### config.mk
export PLATFORM = sky130hd
export DESIGN_NAME = vic_irq
export DESIGN_NICKNAME = d
export VERILOG_FILES = /design/src/rtl/vic_pkg.sv /design/src/rtl/vic_prio_enc.sv /design/src/rtl/vic_irq.sv
export SDC_FILE = /design/constraint.sdc
export NUM_CORES = 1
export LEC_CHECK = 0
export ABC_AREA = 1
export CORE_MARGIN = 8
export CORE_UTILIZATION = 50
export DETAILED_ROUTE_END_ITERATION = 10
export HOLD_SLACK_MARGIN = 0.1
export PLACE_DENSITY = 0.76
export SYNTH_ARGS = -nofsm -noshare
export SYNTH_HDL_FRONTEND = slang
export SYNTH_SLANG_ARGS = --single-unit
### constraint.sdc
create_clock -name clk -period 2.5 [get_ports clk]
set_clock_uncertainty 0.15 [all_clocks]
set_input_delay 0.75 -clock clk [delete_from_list [all_inputs] [get_ports clk]]
set_output_delay 0.75 -clock clk [all_outputs]
set_load 0.1 [all_outputs]
### src/rtl/vic_pkg.sv
// Shared definitions for the vectored interrupt controller: register map,
// controller state encoding and the vector index width.
package vic_pkg;

  localparam int VEC_W = 5;

  localparam logic [1:0] REG_ENABLE  = 2'd0;
  localparam logic [1:0] REG_EDGE    = 2'd1;
  localparam logic [1:0] REG_PENDING = 2'd2;
  localparam logic [1:0] REG_STATUS  = 2'd3;

  typedef enum logic [1:0] {
    ST_IDLE,
    ST_ISSUE,
    ST_SERVICE,
    ST_RETIRE
  } vic_state_e;

  function automatic logic [31:0] status_word(input logic busy,
                                              input logic [VEC_W-1:0] idx);
    return {26'b0, busy, idx};
  endfunction

endpackage

### src/rtl/vic_prio_enc.sv
// Fixed-priority encoder: the lowest set request bit wins.
module vic_prio_enc
  import vic_pkg::*;
#(
  parameter int NSRC = 32
) (
  input  logic [NSRC-1:0]  i_req,
  output logic             o_vld,
  output logic [VEC_W-1:0] o_idx
);

  always_comb begin
    o_vld = |i_req;
    o_idx = '0;
    for (int i = NSRC - 1; i >= 0; i--) begin
      if (i_req[i]) o_idx = VEC_W'(i);
    end
  end

endmodule

### src/rtl/vic_irq.sv
// Vectored interrupt controller: synchronizes sources, latches pending events,
// and issues one request at a time to the interrupt control unit.
module vic_irq
  import vic_pkg::*;
#(
  parameter int NSRC      = 32,
  parameter int VEC_SHIFT = 4
) (
  input  logic             clk,
  input  logic             rst,
  input  logic [NSRC-1:0]  i_src,
  input  logic             i_cfg_we,
  input  logic [1:0]       i_cfg_addr,
  input  logic [31:0]      i_cfg_wdata,
  output logic [31:0]      o_cfg_rdata,
  input  logic             i_reti,
  output logic             o_IRQ,
  output logic [VEC_W-1:0] o_ISR_addr,
  output logic             o_busy
);

  if (NSRC < 1 || NSRC > 32 || VEC_SHIFT < 0) begin : g_param_chk
    $error("vic_irq: NSRC must be within 1..32 and VEC_SHIFT non-negative");
  end

  logic [NSRC-1:0]  r_sync_p0, r_sync_p1, r_lvl_p2, r_hist_p3;
  logic [NSRC-1:0]  r_en, r_edge, r_pend;
  logic             r_win_vld_p4;
  logic [VEC_W-1:0] r_win_idx_p4;
  logic [VEC_W-1:0] r_isr_addr;
  vic_state_e       r_state, w_state_nxt;

  logic [NSRC-1:0]  w_evt, w_clr_wr, w_clr_sel, w_win_req;
  logic             w_win_vld, w_sel;
  logic [VEC_W-1:0] w_win_idx;

  // Stage p0/p1: two-flop synchronizer, p2/p3: level and history for edges
  always_ff @(posedge clk) begin
    if (rst) begin
      r_sync_p0 <= '0;
      r_sync_p1 <= '0;
      r_lvl_p2  <= '0;
      r_hist_p3 <= '0;
    end else begin
      r_sync_p0 <= i_src;
      r_sync_p1 <= r_sync_p0;
      r_lvl_p2  <= r_sync_p1;
      r_hist_p3 <= r_lvl_p2;
    end
  end

  assign w_evt = (r_edge & r_lvl_p2 & ~r_hist_p3) | (~r_edge & r_lvl_p2);

  assign w_clr_wr = (i_cfg_we && i_cfg_addr == REG_PENDING) ?
                    i_cfg_wdata[NSRC-1:0] : '0;

  always_comb begin
    w_clr_sel = '0;
    for (int i = 0; i < NSRC; i++) begin
      w_clr_sel[i] = w_sel && (r_win_idx_p4 == VEC_W'(i));
    end
  end

  // New events override any clear in the same cycle
  always_ff @(posedge clk) begin
    if (rst) begin
      r_pend <= '0;
    end else begin
      r_pend <= (r_pend & ~w_clr_wr & ~w_clr_sel) | w_evt;
    end
  end

  always_ff @(posedge clk) begin
    if (rst) begin
      r_en   <= '0;
      r_edge <= '0;
    end else if (i_cfg_we) begin
      if (i_cfg_addr == REG_ENABLE) r_en   <= i_cfg_wdata[NSRC-1:0];
      if (i_cfg_addr == REG_EDGE)   r_edge <= i_cfg_wdata[NSRC-1:0];
    end
  end

  assign w_win_req = r_pend & r_en;

  vic_prio_enc #(.NSRC(NSRC)) u_prio (
    .i_req (w_win_req),
    .o_vld (w_win_vld),
    .o_idx (w_win_idx)
  );

  // Stage p4: registered winner; revalidated against live state before use
  always_ff @(posedge clk) begin
    if (rst) begin
      r_win_vld_p4 <= 1'b0;
      r_win_idx_p4 <= '0;
    end else begin
      r_win_vld_p4 <= w_win_vld;
      r_win_idx_p4 <= w_win_idx;
    end
  end

  assign w_sel = (r_state == ST_IDLE) && r_win_vld_p4 &&
                 r_pend[r_win_idx_p4] && r_en[r_win_idx_p4];

  always_ff @(posedge clk) begin
    if (rst) begin
      r_state    <= ST_IDLE;
      r_isr_addr <= '0;
    end else begin
      r_state <= w_state_nxt;
      if (w_sel) r_isr_addr <= r_win_idx_p4;
    end
  end

  always_comb begin
    w_state_nxt = r_state;
    case (r_state)
      ST_IDLE:    if (w_sel) w_state_nxt = ST_ISSUE;
      ST_ISSUE:   w_state_nxt = ST_SERVICE;
      ST_SERVICE: if (i_reti) w_state_nxt = ST_RETIRE;
      ST_RETIRE:  w_state_nxt = ST_IDLE;
      default:    w_state_nxt = ST_IDLE;
    endcase
  end

  assign o_IRQ      = (r_state == ST_ISSUE);
  assign o_busy     = (r_state != ST_IDLE);
  assign o_ISR_addr = r_isr_addr;

  always_comb begin
    o_cfg_rdata = '0;
    case (i_cfg_addr)
      REG_ENABLE:  o_cfg_rdata = 32'(r_en);
      REG_EDGE:    o_cfg_rdata = 32'(r_edge);
      REG_PENDING: o_cfg_rdata = 32'(r_pend);
      REG_STATUS:  o_cfg_rdata = status_word(o_busy, r_isr_addr);
      default:     o_cfg_rdata = '0;
    endcase
  end

endmodule

==> flow_summary.yaml <==
critical_path:
  cp_slowest_cell: "clkbuf_16"
  cp_common_cell: "buf_6"
  worstSetupPathType: "in -> out"
  setup.worst_path.start_class: "primary input"
  worst-path-buf-inv: 5
  critPathCaptureType: "output pin"
  crit_chain: "buf_8 > buf_6 > nor2_4 > buf_6 > buf_12 > nand2_2 > o211ai_1 > clkbuf_16"
  critPathTopFamily: "buffers and inverters"
  worstPathArrival_ns: 1.87
  critPathMaxStageDelay_ns: 0.27
  cp_max_fo: 6
  cp.required_ns: 1.60
timing:
  finalCriticalPeriod_ns: 2.77
  setup_viol: 71
  max_freq_mhz: 361
  timing.final.crit_share_pct: 111
  relSlewSlack_pct: 67.3
  setup_ws_ns: -0.274
  rsz0062_at_grt: "true"
  tightest_slew_ns: 0.489
  hold_violations: 0
  finalMaxSlewViolations: 0
synthesis:
  syn_area_per_cell_um2: 7.45
  synth.most_common_cell: "dfxtp_1"
  synth_seq_area_share_pct: 51.3
  synth.top_cells.by_count: "237 x dfxtp_1, 230 x nor2_1, 215 x inv_1"
  netlist.area_leader.share_pct: 51.3
  synthesis.nets: 1313
  yosysUniqueCellTypes: 36
  ys.flop_type: "dfxtp_1"
  synth_seq_cells: 237
  synth_top_area_cell: "dfxtp_1"
  synthArstFlopShare_pct: 0
  synth_edf_count: 0
  ys_top_cells_by_area: "dfxtp_1 51%, nor2_1 9.3%, inv_1 8.7%"
  netlist_instances: 1240
  ys_warn_count: 0
  synth.cell_area_um2: 9240
placement:
  post-place-ws_ns: -0.700
  globalplace.congestion: 0.930
  dp_hpwl_um: 18400
  portBuffers: 108
  placed_area_um2: 11600
power_and_ir_drop:
  power_density_nw_per_um2: 688
  p_clk_share_pct: 37.7
  p_leak_nw: 5.41
  ir_drop_uv: 1100
  swShare_pct: 28.1
  power_frac_seq_pct: 44.3
  intPower_mw: 6.56
  combPwrFrac_pct: 18.0
  power.switching_mw: 2.56
status:
  status: "finished, violations left"
  violations: "negative setup slack"
floorplanning:
  rows: 49
  coreArea_um2: 18000
  initial_utilization_pct: 51.3
  die_w_um: 152
  die_h_um: 152
  io_pins: 109
  die-area_um2: 23100
final_layout:
  fillerInstances: 1300
  antenna_cells: 0
  syn_to_final_growth_pct: 43.4
  layout.nets: 1464
  drive_gt1_share_pct: 18.6
  finalInstanceArea_um2: 13300
route:
  drtAntennaViolNets: 0
  dr.pass1.iters: 5
  vias: 8879
  drc: 0
  post_drt_wl_per_cell_um: 16.7
  drtIter0Drc: 792
  vias_per_cell: 5.43
  wirelength_um: 27300
global_route:
  grt_pass1_wl_um: 42800
  grt_max_degree: 83
  grt_usage_pct: 22.1
  grt_pass1_vias: 8504
  grt_antenna_before_repair: 0
  grt_remaining_overflow: 0
clock_tree:
  clock_latency_ns: 0.52
  htreeDepth: 1
  cts.sinks: 237
  cts_inserted_buffers: 24
  cts_tree: "done"
  cts-root-buf: "clkbuf_16"
  cts_max_path_buffers: 3
  clk_pin_slew_ns: 0.06
job:
  timing.max_cap.violations: 0
worst_hold_path:
  hp-class: "reg -> reg"
==> per-layer routing <==
layer | global-route usage [%] | part of all wire [%] | vias to the layer above
li1 | - | - | 4265
met1 | 27.7 | 41 | 4141
met2 | 36.4 | 47 | 389
met3 | 5.28 | 8.1 | 84
met4 | 7.92 | 3.3 | 0
met5 | 0 | 0 | -
==> power groups by stage <==
stage / combinational, mW / clock [mW] / sequential [mW]
after floorplan: 0.883 / 0 / 4.09
after global placement: 1.43 / 0 / 4.11
after detailed placement: 1.45 / 0 / 4.11
after CTS: 1.53 / 3.47 / 4.03
after global routing: 1.73 / 3.64 / 4.05
final: 1.64 / 3.44 / 4.04
==> worst paths after layout <==
check                                                start                       end  slack (ns)  cells after the start
worst max-delay path                         i_cfg_addr[1]           o_cfg_rdata[17]       -0.27                      8
worst min-delay path              r_sync_p0[24]$_SDFF_PP0_  r_sync_p1[24]$_SDFF_PP0_        0.25                      2
worst max register to register  r_win_idx_p4[0]$_SDFF_PP0_     r_pend[30]$_SDFF_PP0_       -0.17                     17
worst min register to register    r_sync_p0[24]$_SDFF_PP0_  r_sync_p1[24]$_SDFF_PP0_        0.25                      2
==> per-stage QoR <==
stage	utilization [%]	instances	TNS [ns]	power (mW)	hold WS (ns)
finish	73.5	1636	-10.72	9.12	0.246
global route	73.5	1636	-15.26	9.43	0.257
CTS	71.2	1632	-8.51	9.04	0.248
detailed placement	64.6	1581	-32.92	5.56	0.242
global placement	64.6	1581	-29.84	5.53	0.239
floorplan	-	1240	-13.48	4.97	0.238
==> worst min-delay path, stage by stage, from the launching register on <==
cell and delay [ns]:
dfxtp_1 0.30, inv_1 0.04, nor2_1 0.03
==> cell families (layout without fill, tap and decap cells) <==
family / Yosys count / in the layout / share of synthesized area [%]
AOI/OAI and AO/OA: 273 / 273 / 17.8
adders and majority gates: 3 / 3 / 0.406
and+or+nand+nor: 448 / 448 / 18.8
buffers and inverters: 279 / 446 / 11.6
DFF: 237 / 237 / 51.3
==> flip-flops by register name, summed over array words and instances, names as in the netlist <==
signal,cells
o_ISR_addr,5
r_edge,32
r_en,32
r_hist_p3,32
r_lvl_p2,32
r_pend,32
r_state,2
r_sync_p0,32
r_sync_p1,32
r_win_idx_p4,5
r_win_vld_p4,1
==> cell type report <==
class,count,area [um^2],area share [%]
multi-input cells,724,4380,33.1
clock buffers,33,676,5.10
well taps,229,287,2.16
repair inverters,2,20.0,0.151
clock inverters,9,78.8,0.595
flip-flops and latches,237,4760,35.9
inverters,223,882,6.66
repair buffers,179,2170,16.4
==> repair_timing <==
action | CTS | global route
resized for setup | 76 | 103
setup endpoints to repair | 66 | 71
hold buffers | 0 | 0
pin swaps | 10 | 36
cloned | 4 | 1
buffers inserted | 5 | 7
==> placed cells by master, fill, tap and decap left out, drive strengths merged <==
cell / netlist / final
a31oi: 29 / 29
clkinv: 4 / 9
o22ai: 15 / 15
nor3: 1 / 1
clkbuf: 45 / 34
a22oi: 10 / 10
buf: 11 / 112
o2111ai: 5 / 5
a211oi: 3 / 3
o31ai: 2 / 2
bufinv: 0 / 1
o311ai: 2 / 2
nor2: 231 / 231
a41oi: 1 / 1
nand3: 20 / 20
clkinvlp: 0 / 2
nand4: 6 / 6
o21ai: 80 / 80
o211ai: 3 / 3
a21o: 1 / 1
a21oi: 86 / 86
nand2: 190 / 190
o21bai: 1 / 1
o221ai: 33 / 33
inv: 219 / 222
a221oi: 2 / 2
ha: 3 / 3
clkdlybuf4s50: 0 / 66
dfxtp: 237 / 237
No activity file was read; power rests on OpenSTA's default activity.
